--- config.mk ---
export PLATFORM = sky130hd
export DESIGN_NAME = control_sequencer_flat
export DESIGN_NICKNAME = d
export VERILOG_FILES = /design/src/rtl/control_sequencer_if.sv /design/src/rtl/control_sequencer.sv /design/src/flat_wrapper.sv
export SDC_FILE = /design/constraint.sdc
export NUM_CORES = 1
export LEC_CHECK = 0
export BUFFER_PORTS_ARGS = -buffer_cell sky130_fd_sc_hd__buf_4
export CORE_ASPECT_RATIO = 0.5
export CORE_MARGIN = 2
export CORE_UTILIZATION = 45
export DETAILED_ROUTE_END_ITERATION = 6
export GPL_ROUTABILITY_DRIVEN = 0
export PLACE_DENSITY_LB_ADDON = 0.1
export REMOVE_ABC_BUFFERS = 1
export SLEW_MARGIN = 25
export SYNTH_ARGS = -nofsm -noshare
export SYNTH_HDL_FRONTEND = slang
export SYNTH_SLANG_ARGS = --single-unit
--- constraint.sdc ---
create_clock -name clk -period 3.1 [get_ports clk]
set_input_delay 0.155 -clock clk [delete_from_list [all_inputs] [get_ports clk]]
set_output_delay 0.155 -clock clk [all_outputs]
set_load 0.05 [all_outputs]
--- src/rtl/control_sequencer_if.sv ---
// Port bundle between control_sequencer and the memory/decoder side.
// Optional step_mode input exists only when CONTROL_SEQUENCER_SINGLE_STEP_EN is defined.
interface control_sequencer_if #(
  parameter int RET_W = 16
);
  // go/halt are level requests sampled every clock; each strobe output is a
  // single-cycle qualifier that is meaningful only in the cycle it is high.
  logic             go;
  logic             halt;
  logic [1:0]       instr_class;
  logic             ld;
  logic             st;
  logic             invalid_instruction;
  logic             instr_segv;
  logic             data_segv;
  logic             wait_instr;
  logic             wait_data;
`ifdef CONTROL_SEQUENCER_SINGLE_STEP_EN
  logic             step_mode;
`endif
  logic             fetch_req;
  logic             ir_load;
  logic             exec_en;
  logic             mem_req;
  logic             reg_write_en;
  logic             pc_inc;
  logic             pc_load;
  logic             halted;
  logic             fault;
  logic [2:0]       fault_cause;
  logic [2:0]       current_state;
  logic [RET_W-1:0] retired;

  modport slave (
    input  go, halt, instr_class, ld, st, invalid_instruction,
           instr_segv, data_segv, wait_instr, wait_data,
`ifdef CONTROL_SEQUENCER_SINGLE_STEP_EN
    input  step_mode,
`endif
    output fetch_req, ir_load, exec_en, mem_req, reg_write_en, pc_inc,
           pc_load, halted, fault, fault_cause, current_state, retired
  );

  modport master (
    output go, halt, instr_class, ld, st, invalid_instruction,
           instr_segv, data_segv, wait_instr, wait_data,
`ifdef CONTROL_SEQUENCER_SINGLE_STEP_EN
    output step_mode,
`endif
    input  fetch_req, ir_load, exec_en, mem_req, reg_write_en, pc_inc,
           pc_load, halted, fault, fault_cause, current_state, retired
  );
endinterface

--- src/rtl/control_sequencer.sv ---
// Multi-cycle fetch/decode/execute/memory/writeback sequencer with stall watchdog,
// fault causes, halt-at-boundary and a saturating retired counter. Option: CONTROL_SEQUENCER_SINGLE_STEP_EN.
module control_sequencer #(
  parameter int WAIT_TIMEOUT = 255,
  parameter int TO_W         = 8,
  parameter int RET_W        = 16
) (
  input  logic                clk,
  input  logic                resetn,
  control_sequencer_if.slave  bus
);

  typedef enum logic [2:0] {
    S_IDLE   = 3'd0,
    S_FETCH  = 3'd1,
    S_DECODE = 3'd2,
    S_EXEC   = 3'd3,
    S_MEM    = 3'd4,
    S_WB     = 3'd5,
    S_HALTED = 3'd6,
    S_FAULT  = 3'd7
  } state_t;

  localparam int              TO_LAST_I = (WAIT_TIMEOUT > 0) ? WAIT_TIMEOUT - 1 : 0;
  localparam logic [TO_W-1:0] TO_LAST   = TO_W'(TO_LAST_I);

  state_t           r_state;
  logic             r_halt_pending;
  logic             r_is_store;
  logic             r_is_pc;
  logic [TO_W-1:0]  r_stall;
  logic [2:0]       r_cause;
  logic [RET_W-1:0] r_retired;

  logic w_step;
  logic w_wait;
  logic w_segv;
  logic w_expire;
  logic w_unused_alu;

`ifdef CONTROL_SEQUENCER_SINGLE_STEP_EN
  assign w_step = bus.step_mode;
`else
  assign w_step = 1'b0;
`endif

  // FETCH and MEM share one watchdog; the state picks which memory side it watches.
  assign w_wait       = (r_state == S_MEM) ? bus.wait_data : bus.wait_instr;
  assign w_segv       = (r_state == S_MEM) ? bus.data_segv : bus.instr_segv;
  assign w_expire     = (WAIT_TIMEOUT != 0) && (r_stall == TO_LAST);
  assign w_unused_alu = bus.instr_class[0];

  always_ff @(posedge clk) begin
    if (!resetn) begin
      r_state        <= S_IDLE;
      r_halt_pending <= 1'b0;
      r_is_store     <= 1'b0;
      r_is_pc        <= 1'b0;
      r_stall        <= '0;
      r_cause        <= 3'd0;
      r_retired      <= '0;
    end else begin
      if (bus.halt && (r_state != S_HALTED) && (r_state != S_FAULT))
        r_halt_pending <= 1'b1;
      case (r_state)
        S_IDLE: begin
          if (bus.halt || r_halt_pending) begin
            r_state        <= S_HALTED;
            r_halt_pending <= 1'b0;
          end else if (bus.go) begin
            r_state <= S_FETCH;
            r_stall <= '0;
          end
        end
        S_FETCH, S_MEM: begin
          if (w_segv) begin
            r_state <= S_FAULT;
            r_cause <= (r_state == S_MEM) ? 3'd2 : 3'd1;
          end else if (w_wait) begin
            if (w_expire) begin
              r_state <= S_FAULT;
              r_cause <= 3'd4;
            end else begin
              r_stall <= r_stall + 1'b1;
            end
          end else begin
            r_stall <= '0;
            r_state <= (r_state == S_MEM) ? S_WB : S_DECODE;
          end
        end
        S_DECODE: begin
          r_is_pc    <= bus.instr_class[1];
          r_is_store <= bus.st;
          if (bus.invalid_instruction || (bus.ld && bus.st)) begin
            r_state <= S_FAULT;
            r_cause <= 3'd3;
          end else if (bus.ld || bus.st) begin
            r_state <= S_MEM;
            r_stall <= '0;
          end else begin
            r_state <= S_EXEC;
          end
        end
        S_EXEC: r_state <= S_WB;
        S_WB: begin
          if (r_retired != {RET_W{1'b1}})
            r_retired <= r_retired + 1'b1;
          if (r_halt_pending || bus.halt || w_step) begin
            r_state        <= S_HALTED;
            r_halt_pending <= 1'b0;
          end else begin
            r_state <= S_FETCH;
            r_stall <= '0;
          end
        end
        S_HALTED: begin
          if (bus.go && !bus.halt) begin
            r_state <= S_FETCH;
            r_stall <= '0;
          end
        end
        S_FAULT: begin
          if (bus.go && !bus.halt) begin
            r_state <= S_IDLE;
            r_cause <= 3'd0;
          end
        end
        default: begin
          r_state <= S_FAULT;
          r_cause <= 3'd0;
        end
      endcase
    end
  end

  logic w_fetch_req, w_ir_load, w_exec_en, w_mem_req;
  logic w_reg_write_en, w_pc_inc, w_pc_load, w_halted, w_fault;

  // Strobes are forced low while resetn is asserted so nothing fires on the reset edge.
  always_comb begin
    w_fetch_req    = 1'b0;
    w_ir_load      = 1'b0;
    w_exec_en      = 1'b0;
    w_mem_req      = 1'b0;
    w_reg_write_en = 1'b0;
    w_pc_inc       = 1'b0;
    w_pc_load      = 1'b0;
    w_halted       = 1'b0;
    w_fault        = 1'b0;
    if (resetn) begin
      case (r_state)
        S_FETCH: begin
          w_fetch_req = 1'b1;
          w_ir_load   = !bus.instr_segv && !bus.wait_instr;
        end
        S_EXEC:   w_exec_en = 1'b1;
        S_MEM:    w_mem_req = 1'b1;
        S_WB: begin
          w_reg_write_en = !r_is_store;
          w_pc_load      = r_is_pc;
          w_pc_inc       = !r_is_pc;
        end
        S_HALTED: w_halted = 1'b1;
        S_FAULT:  w_fault  = 1'b1;
        default:  ;
      endcase
    end
  end

  assign bus.fetch_req     = w_fetch_req;
  assign bus.ir_load       = w_ir_load;
  assign bus.exec_en       = w_exec_en;
  assign bus.mem_req       = w_mem_req;
  assign bus.reg_write_en  = w_reg_write_en;
  assign bus.pc_inc        = w_pc_inc;
  assign bus.pc_load       = w_pc_load;
  assign bus.halted        = w_halted;
  assign bus.fault         = w_fault;
  assign bus.fault_cause   = r_cause;
  assign bus.current_state = r_state;
  assign bus.retired       = r_retired;

endmodule
--- src/flat_wrapper.sv ---
// flat-port wrapper written by rule: the top's interface ports become plain ports
module control_sequencer_flat 
#(
  parameter int WAIT_TIMEOUT = 255,
  parameter int TO_W         = 8,
  parameter int RET_W        = 16
)
  (clk, resetn, bus_go, bus_halt, bus_instr_class, bus_ld, bus_st, bus_invalid_instruction, bus_instr_segv, bus_data_segv, bus_wait_instr, bus_wait_data, bus_fetch_req, bus_ir_load, bus_exec_en, bus_mem_req, bus_reg_write_en, bus_pc_inc, bus_pc_load, bus_halted, bus_fault, bus_fault_cause, bus_current_state, bus_retired);
  control_sequencer_if #(.RET_W(RET_W)) bus_i ();
  input  logic clk;
  input  logic resetn;
  input wire logic [$bits(bus_i.go)-1:0] bus_go;
  input wire logic [$bits(bus_i.halt)-1:0] bus_halt;
  input wire logic [$bits(bus_i.instr_class)-1:0] bus_instr_class;
  input wire logic [$bits(bus_i.ld)-1:0] bus_ld;
  input wire logic [$bits(bus_i.st)-1:0] bus_st;
  input wire logic [$bits(bus_i.invalid_instruction)-1:0] bus_invalid_instruction;
  input wire logic [$bits(bus_i.instr_segv)-1:0] bus_instr_segv;
  input wire logic [$bits(bus_i.data_segv)-1:0] bus_data_segv;
  input wire logic [$bits(bus_i.wait_instr)-1:0] bus_wait_instr;
  input wire logic [$bits(bus_i.wait_data)-1:0] bus_wait_data;
  output wire logic [$bits(bus_i.fetch_req)-1:0] bus_fetch_req;
  output wire logic [$bits(bus_i.ir_load)-1:0] bus_ir_load;
  output wire logic [$bits(bus_i.exec_en)-1:0] bus_exec_en;
  output wire logic [$bits(bus_i.mem_req)-1:0] bus_mem_req;
  output wire logic [$bits(bus_i.reg_write_en)-1:0] bus_reg_write_en;
  output wire logic [$bits(bus_i.pc_inc)-1:0] bus_pc_inc;
  output wire logic [$bits(bus_i.pc_load)-1:0] bus_pc_load;
  output wire logic [$bits(bus_i.halted)-1:0] bus_halted;
  output wire logic [$bits(bus_i.fault)-1:0] bus_fault;
  output wire logic [$bits(bus_i.fault_cause)-1:0] bus_fault_cause;
  output wire logic [$bits(bus_i.current_state)-1:0] bus_current_state;
  output wire logic [$bits(bus_i.retired)-1:0] bus_retired;
  assign bus_i.go = bus_go;
  assign bus_i.halt = bus_halt;
  assign bus_i.instr_class = bus_instr_class;
  assign bus_i.ld = bus_ld;
  assign bus_i.st = bus_st;
  assign bus_i.invalid_instruction = bus_invalid_instruction;
  assign bus_i.instr_segv = bus_instr_segv;
  assign bus_i.data_segv = bus_data_segv;
  assign bus_i.wait_instr = bus_wait_instr;
  assign bus_i.wait_data = bus_wait_data;
  assign bus_fetch_req = bus_i.fetch_req;
  assign bus_ir_load = bus_i.ir_load;
  assign bus_exec_en = bus_i.exec_en;
  assign bus_mem_req = bus_i.mem_req;
  assign bus_reg_write_en = bus_i.reg_write_en;
  assign bus_pc_inc = bus_i.pc_inc;
  assign bus_pc_load = bus_i.pc_load;
  assign bus_halted = bus_i.halted;
  assign bus_fault = bus_i.fault;
  assign bus_fault_cause = bus_i.fault_cause;
  assign bus_current_state = bus_i.current_state;
  assign bus_retired = bus_i.retired;
  control_sequencer #(.WAIT_TIMEOUT(WAIT_TIMEOUT), .TO_W(TO_W), .RET_W(RET_W)) u_core (.clk(clk), .resetn(resetn), .bus(bus_i));
endmodule
======== After elaboration in Yosys (flattened, before gate mapping) ========
Cells that the tools add are included.
operators by class
  muxes and demuxes ....................... 51
  multiply operators ...................... 0
  divide/modulo/power cells ............... 0
  equality and inequality tests ........... 25
  shift operators ......................... 0
  bitwise gates (word level) .............. 0
  $lt $le $gt $ge ......................... 0
  reduce and logical (&&, ||, !) cells .... 22
  add/sub/neg operators ................... 2
operator list
  operator                                               count
  two-way mux 8 bit                                      9
  two-way mux 3 bit                                      15
  case mux 8 bit (5 select lines)                        1
  two-way mux 1 bit                                      23
  case mux 3 bit (7 select lines)                        1
  adder 16 x 1 -> 16 bit, second input constant          1
  inequality test 16 bit, second input constant          1
  equality test 3 bit, second input constant             4
  inequality test 2 bit, second input constant           5
  inequality test 3 bit, second input constant           3
  case mux 3 bit (3 select lines)                        1
  AND reduction 9 bit                                    1
  adder 8 x 1 -> 8 bit, second input constant            1
  equality test 8 bit, second input constant             1
  inequality test 2 x 1 -> 1 bit, second input constant  4
  equality test 3 x 2 -> 1 bit, second input constant    2
  inequality test 3 x 1 -> 1 bit, second input constant  2
  logical AND 1 bit                                      5
  logical NOT 1 bit                                      5
  AND reduction 5 bit                                    1
  nonzero test 5 bit                                     1
  inequality test 4 bit, second input constant           1
  AND reduction 4 bit                                    1
  OR reduction 2 bit                                     2
  other kinds (7)                                        9
storage, ports and cells
  input port bits ......................... 13
  output and inout port bits .............. 31
  flip-flop bits (word level) ............. 33
  latch bits .............................. 0
  bits in writable memories ............... 0
  bits in read-only memories .............. 0
  word-level logic and storage cells ...... 107
  memories ................................ 0

======== Depth between registers and ports, before layout ========
  depth after elaboration ................. 6
  depth in mapped cells ................... 7
  depth with buffers taken out ............ 7

======== Worst setup path before layout ========
OpenSTA, ideal clock, no wires.
  kind .................................... reg-to-output
  start ................................... reg u_core.r_state[0] (netlist: u_core.bus.current_state[0])
  end ..................................... out bus_ir_load
  required time ........................... 2.945 ns
  stages on the path, launching flop included .. 6
  path slack .............................. -0.097 ns
  data arrival time ....................... 3.042 ns
  path buffers ............................ 2
  cells stage by stage .................... dfxtp_1 > buf_2 > clkbuf_1 > nand2_1 > nor3_1 > and2_1
on the way
  word-level cells in the longest chain between the ends .. 3
RTL lines
  element                       RTL line                  RTL
  start, declared               control_sequencer.sv:27   state_t r_state;
  start signal, assigned        control_sequencer.sv:88   r_state <= (r_state == S_MEM) ? S_WB : S_DECODE;
  equality test 3 x 1 -> 1 bit  control_sequencer.sv:151  case (r_state)
  two-way mux 1 bit             control_sequencer.sv:151
  two-way mux 1 bit             control_sequencer.sv:150  if (resetn) begin
  end, declared                 flat_wrapper.sv:23        output wire logic [$bits(bus_i.ir_load)-1:0] bus_ir_load;
Every way passes these cells.

======== Worst setup path after layout ========
  start ................................... reg u_core.r_state[1] (netlist: u_core.bus.current_state[1])
  end ..................................... reg u_core.r_state[0] (netlist: u_core.bus.current_state[0])
on the way
  word-level cells in the longest chain between the ends .. 5
  elaborated cells on any way between the ends .. 20
  those cells by class .................... 11 x eq/ne; 6 x mux; 3 x reduce/logical
RTL lines
  element                                                 RTL line                                          RTL
  equality test 3 bit                                     n/a
  two-way mux 3 bit or two-way mux 1 bit (tied branches)  control_sequencer.sv:88, control_sequencer.sv:48
  two-way mux 3 bit                                       control_sequencer.sv:79                           end else if (w_wait) begin
  two-way mux 3 bit                                       control_sequencer.sv:76                           if (w_segv) begin
  case mux 3 bit (7 select lines)                         control_sequencer.sv:65                           case (r_state)
Parallel ways exist; a longest one is shown, timed or not.
A chain may end at the register's enable or synchronous reset.

==> run metrics <==
final hold vios 0; Cell variety after synth 47; Power Dens Cells between 700 and 800 mW/mm^2; worst r2r src u_core.bus.current_state[1]; Async SR Flop Fraction 0%; Tmin final between 2 and 2.5 ns; syn avg cell area slightly below 8 sq um; H-tree depth 2; Area Growth Syn to Fin 22.6%; Placement Cell Area about 0.0023 sq mm; Crit. Startpoint u_core.bus.current_state[1]; routed metal-1 wire length roughly 2200 um; fin area around 0.0024 sq mm; ANT nets after route 0; crit path DAT 2.61 ns; HP Class in2reg; DRT iter0 DRCs 60; number of synthesized flops with an enable pin 0; crit path max fanout 25; Post-CTS Hold Buffers 0; CP Class reg2reg; antenna violations before repair 0; Setup TNS Final 0 ns; Die Ht around 51 um; DR pass1 iterations 4; slew margin rel. between 40% and 50%; synthesized area between 0.0015 and 0.002 sq mm; Mapped Cells roughly 250; Worst R2R Path Depth 5; Fill cells 398; Max Slew Vio Count 0; Clock Skews ~0.0099 ns; CTS Root Buffer Type clkbuf_8; ys flop type dfxtp_1; post-synth top area cell dfxtp_1; via count slightly below 2000; DRC viols 0; clk buf depth 2; remaining global-route overflow 0; CTS Buf Count 5; RSZ-0062 raised after global routing no; Vias/cell about 5.7; # IOs 44; Synth warnings 0; ant diodes 0; core area between 0.004 and 0.005 sq mm; Critical Path Source Type flip-flop; status finished clean; PortBufs 42; synth top area cells dfxtp_1 33%, nor2_1 5.9%, nand2_1 5.1%; routed len/inst ~14 um; CP endpoint kind flip-flop; first-pass GRT wire length 7960 um; CTS tree yes; Hold Crit Depth 3; worst path required time 3.28 ns; routed wl met3 195 um; post_cts resized 0; HP Start bus_halt; maximum VDD drop 0.357 mV; count leader, synth dfxtp_1; GRT Total Usage slightly below 20%; top sig layer met4; layout cells sized above 1 20.1%; DIE WIDTH roughly 98 um; #FFs+latches synth 33; synth cell count leaders 33 x dfxtp_1, 31 x nor2_1, 27 x nand2_1; Post-CTS Setup Repair Bufs 0; final WL around 4800 um; Die ar. approximately 0.005 sq mm; maximum number of pins on one net before global-route repair 32; post-DP HPWL 3370 um; nets 304; Worst Max-Slew Pin Slew 0.784 ns; Peak Freq 0.411 GHz; sequential area share after synthesis about a third; starting density of the core between 40% and 50%; final worst path period share around four fifths; clock transition at the registers of the reported paths roughly 0.070 ns; vias in the first global route roughly 1700; wire length on met2 between 2000 and 2500 um; max_cap viols 0; num rows 16; count of final setup violators 0; Pleak 0.936 nW; worst skew pair latency 0.29 ns; clock sinks 33; top-area cell type share of the netlist area 33.4%
==> layer usage <==
metal  vias to the layer above  global-route usage, %
met1                       921                   23.7
met3                         5                   5.75
met2                        36                   35.6
met4                         0                   5.32
li1                        985                      -
met5                         -                      0
==> report_power, final <==
group          internal (W)  total [W]  switching (W)
clock network      0.000262   0.000422       0.000160
logic              0.000267   0.000727       0.000459
registers          0.000471   0.000583       0.000111
total               0.00100    0.00173       0.000731
==> worst max-delay path, stage by stage, from the launching register on <==
cell	delay (ns)
dfxtp_1	0.83
and4bb_1	0.28
or2_0	0.39
and3_4	0.29
or3_4	0.39
mux2i_1	0.13
==> placed cells by master, fill, tap and decap left out, types with 2 or more instances in the layout <==
cell type   n
dfxtp_1    33
and2_1      3
inv_1       3
a21oi_1     8
and4bb_2    2
o211ai_1    8
and4_1      3
nor3b_1     2
and3_1      5
nor3_1     11
nor2_1     31
nor2b_1     4
nand2_1    27
ha_1        3
xor2_1      4
buf_4      43
or3_1       4
xnor2_1    11
o21ai_0    11
nand4b_1    4
and4bb_1    2
nand2b_1    3
nand4_1    11
clkbuf_8    6
or4_1       2
nor4_1      6
mux2i_1     5
nand3_1    13
a211oi_1    3
==> registers in the layout, indices dropped and copies added, names as in the netlist <==
name and count:
u_core.bus.current_state 3, u_core.bus.fault_cause 3, u_core.bus.retired 16, u_core.r_halt_pending 1, u_core.r_is_pc 1, u_core.r_is_store 1, u_core.r_stall 8
==> cells by family (layout without fill, tap and decap cells) <==
logic type / after synthesis / after routing / synth area share (%)
AND/OR/NAND/NOR: 143 / 143 / 40.7
AO/OA/AOI/OAI: 36 / 36 / 11.4
flip-flops: 33 / 33 / 33.4
buffers and inverters: 17 / 54 / 3.54
XOR/XNOR: 15 / 15 / 6.63
multiplexers: 5 / 5 / 2.53
adder cells (fa/ha/maj): 3 / 3 / 1.90
==> stage by stage <==
stage,instances,utilization (%),hold slack [ns],total power (W),worst slack [ns]
4_1_cts,343,59.8,0.132,0.00174,0.703
6_report,343,59.8,0.131,0.00173,0.669
5_1_grt,343,59.8,0.155,0.00184,0.464
3_3_place_gp,335,56.9,0.425,0.00130,0.762
3_5_place_dp,335,56.9,0.436,0.00131,0.724
2_1_floorplan,238,-,0.277,0.00110,0.0563
==> area by class of cell <==
class	instances	area [sq um]	share of cell area, %
inverters	3	11.3	0.464
clock inverters	1	30.0	1.24
well taps	54	67.6	2.78
repair buffers	43	323	13.3
clock buffers	7	86.3	3.55
flip-flops and latches	33	661	27.2
multi-input cells	202	1250	51.5
==> path summary, 6_finish.rpt <==
kind	end	slack, ns
worst max register to register	u_core.bus.current_state[0]	0.67
worst max-delay path	u_core.bus.current_state[0]	0.67
worst min-delay path	u_core.r_halt_pending	0.13
worst min register to register	u_core.bus.fault_cause[0]	0.46
Power figures use the tool's default switching activity.
